File: config.mk
export PLATFORM = sky130hd
export DESIGN_NAME = if_stage
export DESIGN_NICKNAME = d
export VERILOG_FILES = /design/src/rtl/if_stage.sv
export SDC_FILE = /design/constraint.sdc
export NUM_CORES = 1
export LEC_CHECK = 0
export BUFFER_PORTS_ARGS = -buffer_cell sky130_fd_sc_hd__buf_2
export CAP_MARGIN = 40
export CORE_UTILIZATION = 48
export DETAILED_ROUTE_END_ITERATION = 10
export GPL_ROUTABILITY_DRIVEN = 0
export PLACE_DENSITY_LB_ADDON = 0.3
export SLEW_MARGIN = 20
export SYNTH_ARGS = -nofsm -noshare
export SYNTH_HDL_FRONTEND = slang
export SYNTH_SLANG_ARGS = --single-unit
File: constraint.sdc
create_clock -name clk -period 1.8 [get_ports clk]
set_input_delay 0.09 -clock clk [delete_from_list [all_inputs] [get_ports clk]]
set_output_delay 0.09 -clock clk [all_outputs]
set_load 0.01 [all_outputs]
File: src/rtl/if_stage.sv
// if_stage: instruction-fetch stage of the 5-stage MIPS pipeline.
// Holds the PC, runs a req/ack handshake to instruction memory and drives the
// IF/ID registers. A one-entry skid buffer absorbs a fetch that completes while
// decode is stalled; flush redirects the PC and drops anything in flight.
// Optional feature macro: IF_PERF_CNT_EN adds fetch/bubble performance counters.
module if_stage #(
    parameter logic [31:0] RESET_PC = 32'h0000_0000,
    parameter logic [31:0] NOP_INST = 32'h0000_0000
) (
    input  logic        clk,
    input  logic        rst_,
    input  logic        stall,
    input  logic        flush,
    input  logic [31:0] flush_pc,
    output logic        imem_req,
    output logic [31:0] imem_addr,
    input  logic        imem_ack,
    input  logic [31:0] imem_rdata,
    output logic [31:0] id_pc,
    output logic [31:0] id_inst,
    output logic        id_vld
`ifdef IF_PERF_CNT_EN
    ,
    output logic [31:0] perf_fetch_cnt,
    output logic [31:0] perf_bubble_cnt
`endif
);

    typedef enum logic [1:0] {
        S_IDLE,
        S_FETCH,
        S_HOLD
    } state_e;

    state_e      state_q, state_d;
    logic [31:0] pc_q, pc_d;
    logic [31:0] buf_pc_q, buf_pc_d;
    logic [31:0] buf_inst_q, buf_inst_d;
    logic [31:0] id_pc_q, id_pc_d;
    logic [31:0] id_inst_q, id_inst_d;
    logic        id_vld_q, id_vld_d;
    logic        xfer;
    logic        land;
    logic        bubble;

    assign imem_req  = (state_q == S_FETCH);
    assign imem_addr = pc_q;
    assign xfer      = imem_req && imem_ack;

    assign id_pc   = id_pc_q;
    assign id_inst = id_inst_q;
    assign id_vld  = id_vld_q;

    // Next-state logic: flush overrides everything except reset; otherwise the
    // state decides between fetching, skid-buffering and releasing the buffer.
    always_comb begin
        state_d    = state_q;
        pc_d       = pc_q;
        buf_pc_d   = buf_pc_q;
        buf_inst_d = buf_inst_q;
        id_pc_d    = id_pc_q;
        id_inst_d  = id_inst_q;
        id_vld_d   = id_vld_q;
        land       = 1'b0;
        bubble     = 1'b0;
        if (flush) begin
            pc_d      = flush_pc & 32'hFFFF_FFFC;
            id_vld_d  = 1'b0;
            id_inst_d = NOP_INST;
            state_d   = S_FETCH;
        end else begin
            case (state_q)
                S_IDLE: begin
                    state_d = S_FETCH;
                end
                S_FETCH: begin
                    if (xfer && !stall) begin
                        id_pc_d   = pc_q;
                        id_inst_d = imem_rdata;
                        id_vld_d  = 1'b1;
                        pc_d      = pc_q + 32'd4;
                        land      = 1'b1;
                    end else if (xfer) begin
                        buf_pc_d   = pc_q;
                        buf_inst_d = imem_rdata;
                        pc_d       = pc_q + 32'd4;
                        state_d    = S_HOLD;
                    end else if (!stall) begin
                        id_vld_d  = 1'b0;
                        id_inst_d = NOP_INST;
                        bubble    = 1'b1;
                    end
                end
                S_HOLD: begin
                    if (!stall) begin
                        id_pc_d   = buf_pc_q;
                        id_inst_d = buf_inst_q;
                        id_vld_d  = 1'b1;
                        land      = 1'b1;
                        state_d   = S_FETCH;
                    end
                end
                default: begin
                    state_d = S_IDLE;
                end
            endcase
        end
    end

    // State and IF/ID registers with synchronous active-low reset.
    always_ff @(posedge clk) begin
        if (!rst_) begin
            state_q    <= S_IDLE;
            pc_q       <= RESET_PC;
            buf_pc_q   <= 32'h0;
            buf_inst_q <= NOP_INST;
            id_pc_q    <= 32'h0;
            id_inst_q  <= NOP_INST;
            id_vld_q   <= 1'b0;
        end else begin
            state_q    <= state_d;
            pc_q       <= pc_d;
            buf_pc_q   <= buf_pc_d;
            buf_inst_q <= buf_inst_d;
            id_pc_q    <= id_pc_d;
            id_inst_q  <= id_inst_d;
            id_vld_q   <= id_vld_d;
        end
    end

`ifdef IF_PERF_CNT_EN
    logic [31:0] fetch_cnt_q;
    logic [31:0] bubble_cnt_q;

    assign perf_fetch_cnt  = fetch_cnt_q;
    assign perf_bubble_cnt = bubble_cnt_q;

    // Saturating counters of delivered instructions and fetch bubbles.
    always_ff @(posedge clk) begin
        if (!rst_) begin
            fetch_cnt_q  <= 32'h0;
            bubble_cnt_q <= 32'h0;
        end else begin
            if (land && (fetch_cnt_q != 32'hFFFF_FFFF)) begin
                fetch_cnt_q <= fetch_cnt_q + 32'd1;
            end
            if (bubble && (bubble_cnt_q != 32'hFFFF_FFFF)) begin
                bubble_cnt_q <= bubble_cnt_q + 32'd1;
            end
        end
    end
`endif

endmodule

Word level (Yosys, flattened, before mapping) --
Cells that the tools add are included.
Operators by class: add/sub/neg operators 1, equality and inequality tests 11, muxes and demuxes 22, bitwise logic cells 3, reduce and logical (&&, ||, !) cells 16
Operator list (count):
- 2-to-1 mux 32 bit | 10
- case mux 32 bit (2 select lines) | 2
- adder 32 x 3 -> 32 bit, second input constant | 1
- AND reduction 4 bit | 3
- != test 3 x 2 -> 1 bit, second input constant | 3
- 2-to-1 mux 2 bit | 3
- != test 3 bit, second input constant | 2
- case mux 2 bit (3 select lines) | 1
- AND reduction 3 bit | 2
- nonzero test 2 bit | 3
- 2-to-1 mux 1 bit | 5
- != test 2 x 1 -> 1 bit, second input constant | 2
- != test 2 bit, second input constant | 2
- AND reduction 2 bit | 2
- inverter 1 bit | 3
- nonzero test 3 bit | 1
- equality test 2 x 1 -> 1 bit, second input constant | 1
- equality test 2 bit, second input constant | 1
- logical AND 1 bit | 2
- logical NOT 2 bit | 1
- case mux 1 bit (2 select lines) | 1
- OR reduction 2 bit | 1
- logical NOT 1 bit | 1
Storage, ports and cells: bits in registers 163, input port bits 69, logic and storage cells 62

Logic depth before layout (Yosys ltp) --
depth after elaboration 6, gate-level depth with buffers 7, gate-level depth less buffers 5

Least setup slack after synthesis --
OpenSTA, ideal clock, no wires.
path kind register to register, from register pc_q[2], in the netlist imem_addr[2], to register pc_q[16], in the netlist imem_addr[16], data arrival time 1708 ps, data required time 1709 ps, path slack 1 ps, stages on the path, launching flop included 7, buffers on the path 1, period minus slack after synthesis 1799 ps, cell sequence dfxtp_1 ha_1 and3_2 clkbuf_1 nand3_1 or3_1 a311oi_1
Between the ends: word-level cells in the longest chain between the ends 5
RTL lines:
- start: declaration | RTL line 36 | logic [31:0] pc_q, pc_d;
- start signal: assignment | RTL line 122 | pc_q <= pc_d;
- adder 32 x 3 -> 32 bit (*) | RTL line 81, 86
- 2-to-1 mux 32 bit | RTL line 83 | end else if (xfer) begin
- 2-to-1 mux 32 bit (*) | RTL line 77 | if (xfer && !stall) begin
- 2-to-1 mux 32 bit (*) | RTL line 72 | case (state_q)
- 2-to-1 mux 32 bit (*) | RTL line 66 | if (flush) begin
Mark *: on every way between the ends. The rest lies on a longest branch, timed or not. The select of a mux whose other input is x is not followed. A chain may end at the register's enable or synchronous reset.

Final worst setup path --
from register state_q[1], to register id_pc_q[12], in the netlist id_pc[12]
Between the ends: word-level cells in the longest chain between the ends 5, elaborated cells between the ends (all ways) 9
RTL lines:
- start: declaration | RTL line 35 | state_e state_q, state_d;
- start signal: assignment | RTL line 121 | state_q <= state_d;
- equality test 2 x 1 -> 1 bit | RTL line 46, 72
- logical AND 1 bit | RTL line 48 | assign xfer = imem_req && imem_ack;
- logical AND 1 bit | RTL line 77
- != test 2 x 1 -> 1 bit (no source line)
- AND reduction 4 bit (no source line)
- end signal: assignment | RTL line 125 | id_pc_q <= id_pc_d;
- end: declaration | RTL line 39 | logic [31:0] id_pc_q, id_pc_d;
Parallel ways exist; a longest one is shown, timed or not.

==> metrics list <==
- In this run the count of I/O pins placed on the die edge is 167.
* Port buffer count: 160
* Finished Cell Area: 9320 um2
- Register bit count reported by yosys: 157
* Maximum number of pins on one net before global-route repair: 64
- GRT overflow: 0
- The startpoint identified for the worst register-to-register timing path is state_q[1].
- Of the cells placed in the final design, the portion with a size suffix greater than 1 is 25.0%.
- Counting along the longest clock path gives a buffer depth of 2.
- First-pass GRT wire length: 29,900 um
- From synthesis to final layout, the design area changed by 36.5%.
- Hold/Removal Path Class: primary input to flip-flop
- Endpoint kind of the worst setup timing path: flip-flop
* Yosys warning total: 0
* Number of sinks handled by clock tree synthesis: 157
* Worst Path Required: 2130 ps
- Result of the run: completed
- Nature of the critical path startpoint: flip-flop
* Layout Skew: 8.86 ps
- Switching fraction of total power: 25.3%
- Number of antenna violations at the first check in global routing: 0
* Maximum vdd ir drop: 0.691 mV
* Die Width: 121 um
- Critical-path cell list: nand3b_2 > a211oi_4 > buf_12 > nor2_1 > a311oi_1
- Setup violations remaining at the end of the flow were counted as 0.
- The final number of max-transition violations was 0.
- Together, buffers and inverters on the worst path number 1.
* HPWL Detailed: 12,000 um
- Async S/R FF share, synth: 0%
- In this run, flip-flops and latches consume 44.6% of the power.
- For this design the ratio of total power to cell area is 883 nW/um2.
* Count of endpoints failing hold in the final timing report: 0
- Post-place instance area: 8110 um2
* Post-synthesis average cell area: 8.11 um2
- Number of cell rows: 43
- Cell leakage power: 3.63 nW
- In the synthesized netlist, the number of instances is 842.
- Synthesis instantiated 53 different standard cells from the library.
* Worst R2R Setup Slack: 110 ps
- After detailed routing, the total wire length is 19,400 um.
- Area of the die: 14,700 um2
- Count of fill cells added during filler insertion: 1,164
- After detailed routing, the average wire length per cell comes to 15.5 um.
* Max-Cap Viols: 0
* Initial cell density of the core: 49.2%
- Clock insertion delay at the later pin of the skew report: 430 ps
* Final antenna-violating net count: 0
- After the last flow step, the layout net total stands at 1,127.
- The routed layout has 6,841 vias.
* Starting DRT DRC Count: 489
- Diode insertion count for antenna repair: 0
* Utilization of the core after routing: 67.2%
* Shortest clock period the worst path allows after layout: 1690 ps
- Iteration count of the initial detailed-routing pass: 5
- The cell area that synthesis handed to floorplanning was 6830 um2.
* Routed via count divided by cell count: 5.47
* Combinational share of power: 11.8%
* Share of the cycle needed by the critical path after routing: 94.0%
* Hold path startpoint: flush_pc[27]
* TritonCTS clock tree: yes
- The synthesized design contains 0 enable-type register cells.
* Setup Total Neg Slack: 0 ps
- Static timing analysis puts the maximum clock frequency at 591 MHz.
* Master of the slowest instance on the critical path: sky130_fd_sc_hd__dfxtp_1
- Core ar.: 13,900 um2
- The worst setup path is of the flip-flop to flip-flop kind.
- Clock tree root driver cell: sky130_fd_sc_hd__clkbuf_16
- The most critical setup path has its startpoint at state_q[1].
- The number of global-route vias before repair came to 6,118.
* Clock buffers created by TritonCTS: 17
- Summed over all nets, the switching power comes to 2.08 mW.
- In this run the vertical extent of the chip is 121 um.
* Sequential cell area fraction in the yosys report: 46.0%
- The clock tree synthesis step divided the H-tree into 4 levels.
- Worst path arrival time: 2030 ps
* Top_reg_cell synth: sky130_fd_sc_hd__dfxtp_1
- Setup repair after global routing left no endpoint under its margin.
* Residual DRC: 0
- The largest single stage delay on the critical path is 360 ps.
* Global router's overall resource usage: 26.1%
* Clock-pin slew reported for the worst setup and hold paths after clock tree synthesis: 70 ps
- Cell family with the largest share of critical-path delay: compound AO/OA/AOI/OAI gates
- Internal power component: 6.15 mW
- Power share of the clock group: 43.6%
* Largest fanout on the critical path: 30
sequential cells by signal, summed over array words and instances (netlist names):
name	flops
imem_addr	30
id_vld	1
id_inst	32
buf_inst_q	32
buf_pc_q	30
id_pc	30
state_q	2
cell type report:
class,instances,area (um2),area share (%)
repair buffers,271,1960,21.0
well taps,180,225,2.42
clock inverters,13,143,1.53
clock buffers,19,453,4.86
flip-flops and latches,157,3140,33.7
multi-input cells,605,3380,36.3
inverters,5,18.8,0.201
worst paths after layout:
path | end | cells past startpoint
min reg2reg | buf_pc_q[29] | 2
min | imem_addr[27] | 3
max | id_pc[12] | 5
max reg2reg | id_pc[12] | 5
metrics by stage:
stage / cells / worst slack [ps] / hold slack (ps) / power (mW)
global placement: 1160 / 141 / 316 / 4.58
global route: 1250 / 18.1 / 39.2 / 8.55
detailed placement: 1160 / 50.1 / 319 / 4.60
CTS: 1247 / 27.4 / 0.0802 / 8.25
floorplan: 845 / 0.861 / 226 / 4.20
finish: 1250 / 108 / 17.9 / 8.23
tightest hold or removal path: cells and delay by family:
family                 cells  cell delay, ps
AOI/OAI and AO/OA          2             210
buffers and inverters      1             100
timing repair:
action / CTS / global route
buffers inserted: 0 / 1
endpoints found under the setup margin: 0 / 66
resized for setup: 0 / 4
hold buffers: 55 / 0
endpoints found under the hold margin: 53 / 0
cells by family after synthesis:
logic type	synth area share, %
simple gates	23.7
compound gates	23.6
fa+ha+maj	0.183
flops	46.0
other cells	0.0549
buf+inv	5.35
xor+xnor	1.15
cells in the mapped netlist (2+ instances only):
cell | number | area share, %
sky130_fd_sc_hd__nand2_1 | 196 | 11
sky130_fd_sc_hd__o221ai_1 | 2 | 0.26
sky130_fd_sc_hd__nor2_1 | 79 | 4.3
sky130_fd_sc_hd__or3_1 | 7 | 0.64
sky130_fd_sc_hd__or2_2 | 2 | 0.18
sky130_fd_sc_hd__nor2b_1 | 3 | 0.27
sky130_fd_sc_hd__nor3b_1 | 2 | 0.22
sky130_fd_sc_hd__xnor2_1 | 4 | 0.51
sky130_fd_sc_hd__nand2b_1 | 4 | 0.37
sky130_fd_sc_hd__o211a_1 | 4 | 0.59
sky130_fd_sc_hd__nor3_1 | 4 | 0.29
sky130_fd_sc_hd__nor4b_1 | 2 | 0.26
sky130_fd_sc_hd__buf_4 | 9 | 0.99
sky130_fd_sc_hd__nand3_1 | 18 | 1.3
sky130_fd_sc_hd__xor2_1 | 5 | 0.64
sky130_fd_sc_hd__o211ai_1 | 3 | 0.33
sky130_fd_sc_hd__a22oi_1 | 33 | 3.6
sky130_fd_sc_hd__and3_1 | 5 | 0.46
sky130_fd_sc_hd__and4_1 | 8 | 1.0
sky130_fd_sc_hd__a31oi_1 | 5 | 0.46
sky130_fd_sc_hd__inv_1 | 4 | 0.22
sky130_fd_sc_hd__a21oi_1 | 37 | 2.7
sky130_fd_sc_hd__nand3b_1 | 2 | 0.22
sky130_fd_sc_hd__nor4_1 | 6 | 0.55
sky130_fd_sc_hd__buf_2 | 16 | 1.2
sky130_fd_sc_hd__nand4_1 | 13 | 1.2
sky130_fd_sc_hd__o21ai_0 | 26 | 1.9
sky130_fd_sc_hd__a21o_1 | 5 | 0.55
sky130_fd_sc_hd__dfxtp_1 | 157 | 46
sky130_fd_sc_hd__a211oi_1 | 44 | 4.8
sky130_fd_sc_hd__a21boi_0 | 32 | 3.5
sky130_fd_sc_hd__clkbuf_1 | 52 | 2.9
sky130_fd_sc_hd__a311oi_1 | 32 | 4.1
sky130_fd_sc_hd__and2_1 | 2 | 0.18
routing by layer:
metal	global-route usage, %	vias up	routed length, um
met5	0	-	0
met4	11.0	0	349
met3	4.75	30	1060
met2	43.8	220	9450
met1	32.7	3182	8540
li1	-	3409	-
power groups by stage:
stage / registers [mW] / clock network [mW] / logic [mW]
floorplan: 3.81 / 0 / 0.392
global placement: 3.74 / 0 / 0.840
detailed placement: 3.75 / 0 / 0.852
CTS: 3.67 / 3.64 / 0.945
global route: 3.68 / 3.80 / 1.06
finish: 3.67 / 3.59 / 0.971
cell usage in the layout, fill, tap and decap left out, types with 3 or more instances in the layout:
cell | netlist | final
sky130_fd_sc_hd__nand3_1 | 18 | 16
sky130_fd_sc_hd__and4_1 | 8 | 8
sky130_fd_sc_hd__nand2b_1 | 4 | 4
sky130_fd_sc_hd__a311oi_1 | 32 | 32
sky130_fd_sc_hd__a21boi_0 | 32 | 32
sky130_fd_sc_hd__clkinv_4 | 0 | 4
sky130_fd_sc_hd__conb_1 | 1 | 4
sky130_fd_sc_hd__or3_1 | 7 | 7
sky130_fd_sc_hd__nor2_1 | 79 | 78
sky130_fd_sc_hd__a31oi_1 | 5 | 5
sky130_fd_sc_hd__a22oi_1 | 33 | 33
sky130_fd_sc_hd__buf_2 | 16 | 160
sky130_fd_sc_hd__a21o_1 | 5 | 5
sky130_fd_sc_hd__nor3_1 | 4 | 4
sky130_fd_sc_hd__clkbuf_16 | 0 | 19
sky130_fd_sc_hd__dfxtp_1 | 157 | 156
sky130_fd_sc_hd__o211a_1 | 4 | 4
sky130_fd_sc_hd__xor2_1 | 5 | 5
sky130_fd_sc_hd__a211oi_1 | 44 | 44
sky130_fd_sc_hd__nand4_1 | 13 | 13
sky130_fd_sc_hd__inv_1 | 4 | 4
sky130_fd_sc_hd__buf_12 | 0 | 12
sky130_fd_sc_hd__and3_1 | 5 | 5
sky130_fd_sc_hd__o21ai_0 | 26 | 26
sky130_fd_sc_hd__xnor2_1 | 4 | 4
sky130_fd_sc_hd__buf_4 | 9 | 42
sky130_fd_sc_hd__clkinvlp_4 | 0 | 5
sky130_fd_sc_hd__o211ai_1 | 3 | 3
sky130_fd_sc_hd__a21oi_1 | 37 | 37
sky130_fd_sc_hd__nand2_1 | 196 | 196
sky130_fd_sc_hd__nor4_1 | 6 | 5
sky130_fd_sc_hd__dlygate4sd3_1 | 0 | 55
Power figures use the tool's default switching activity.
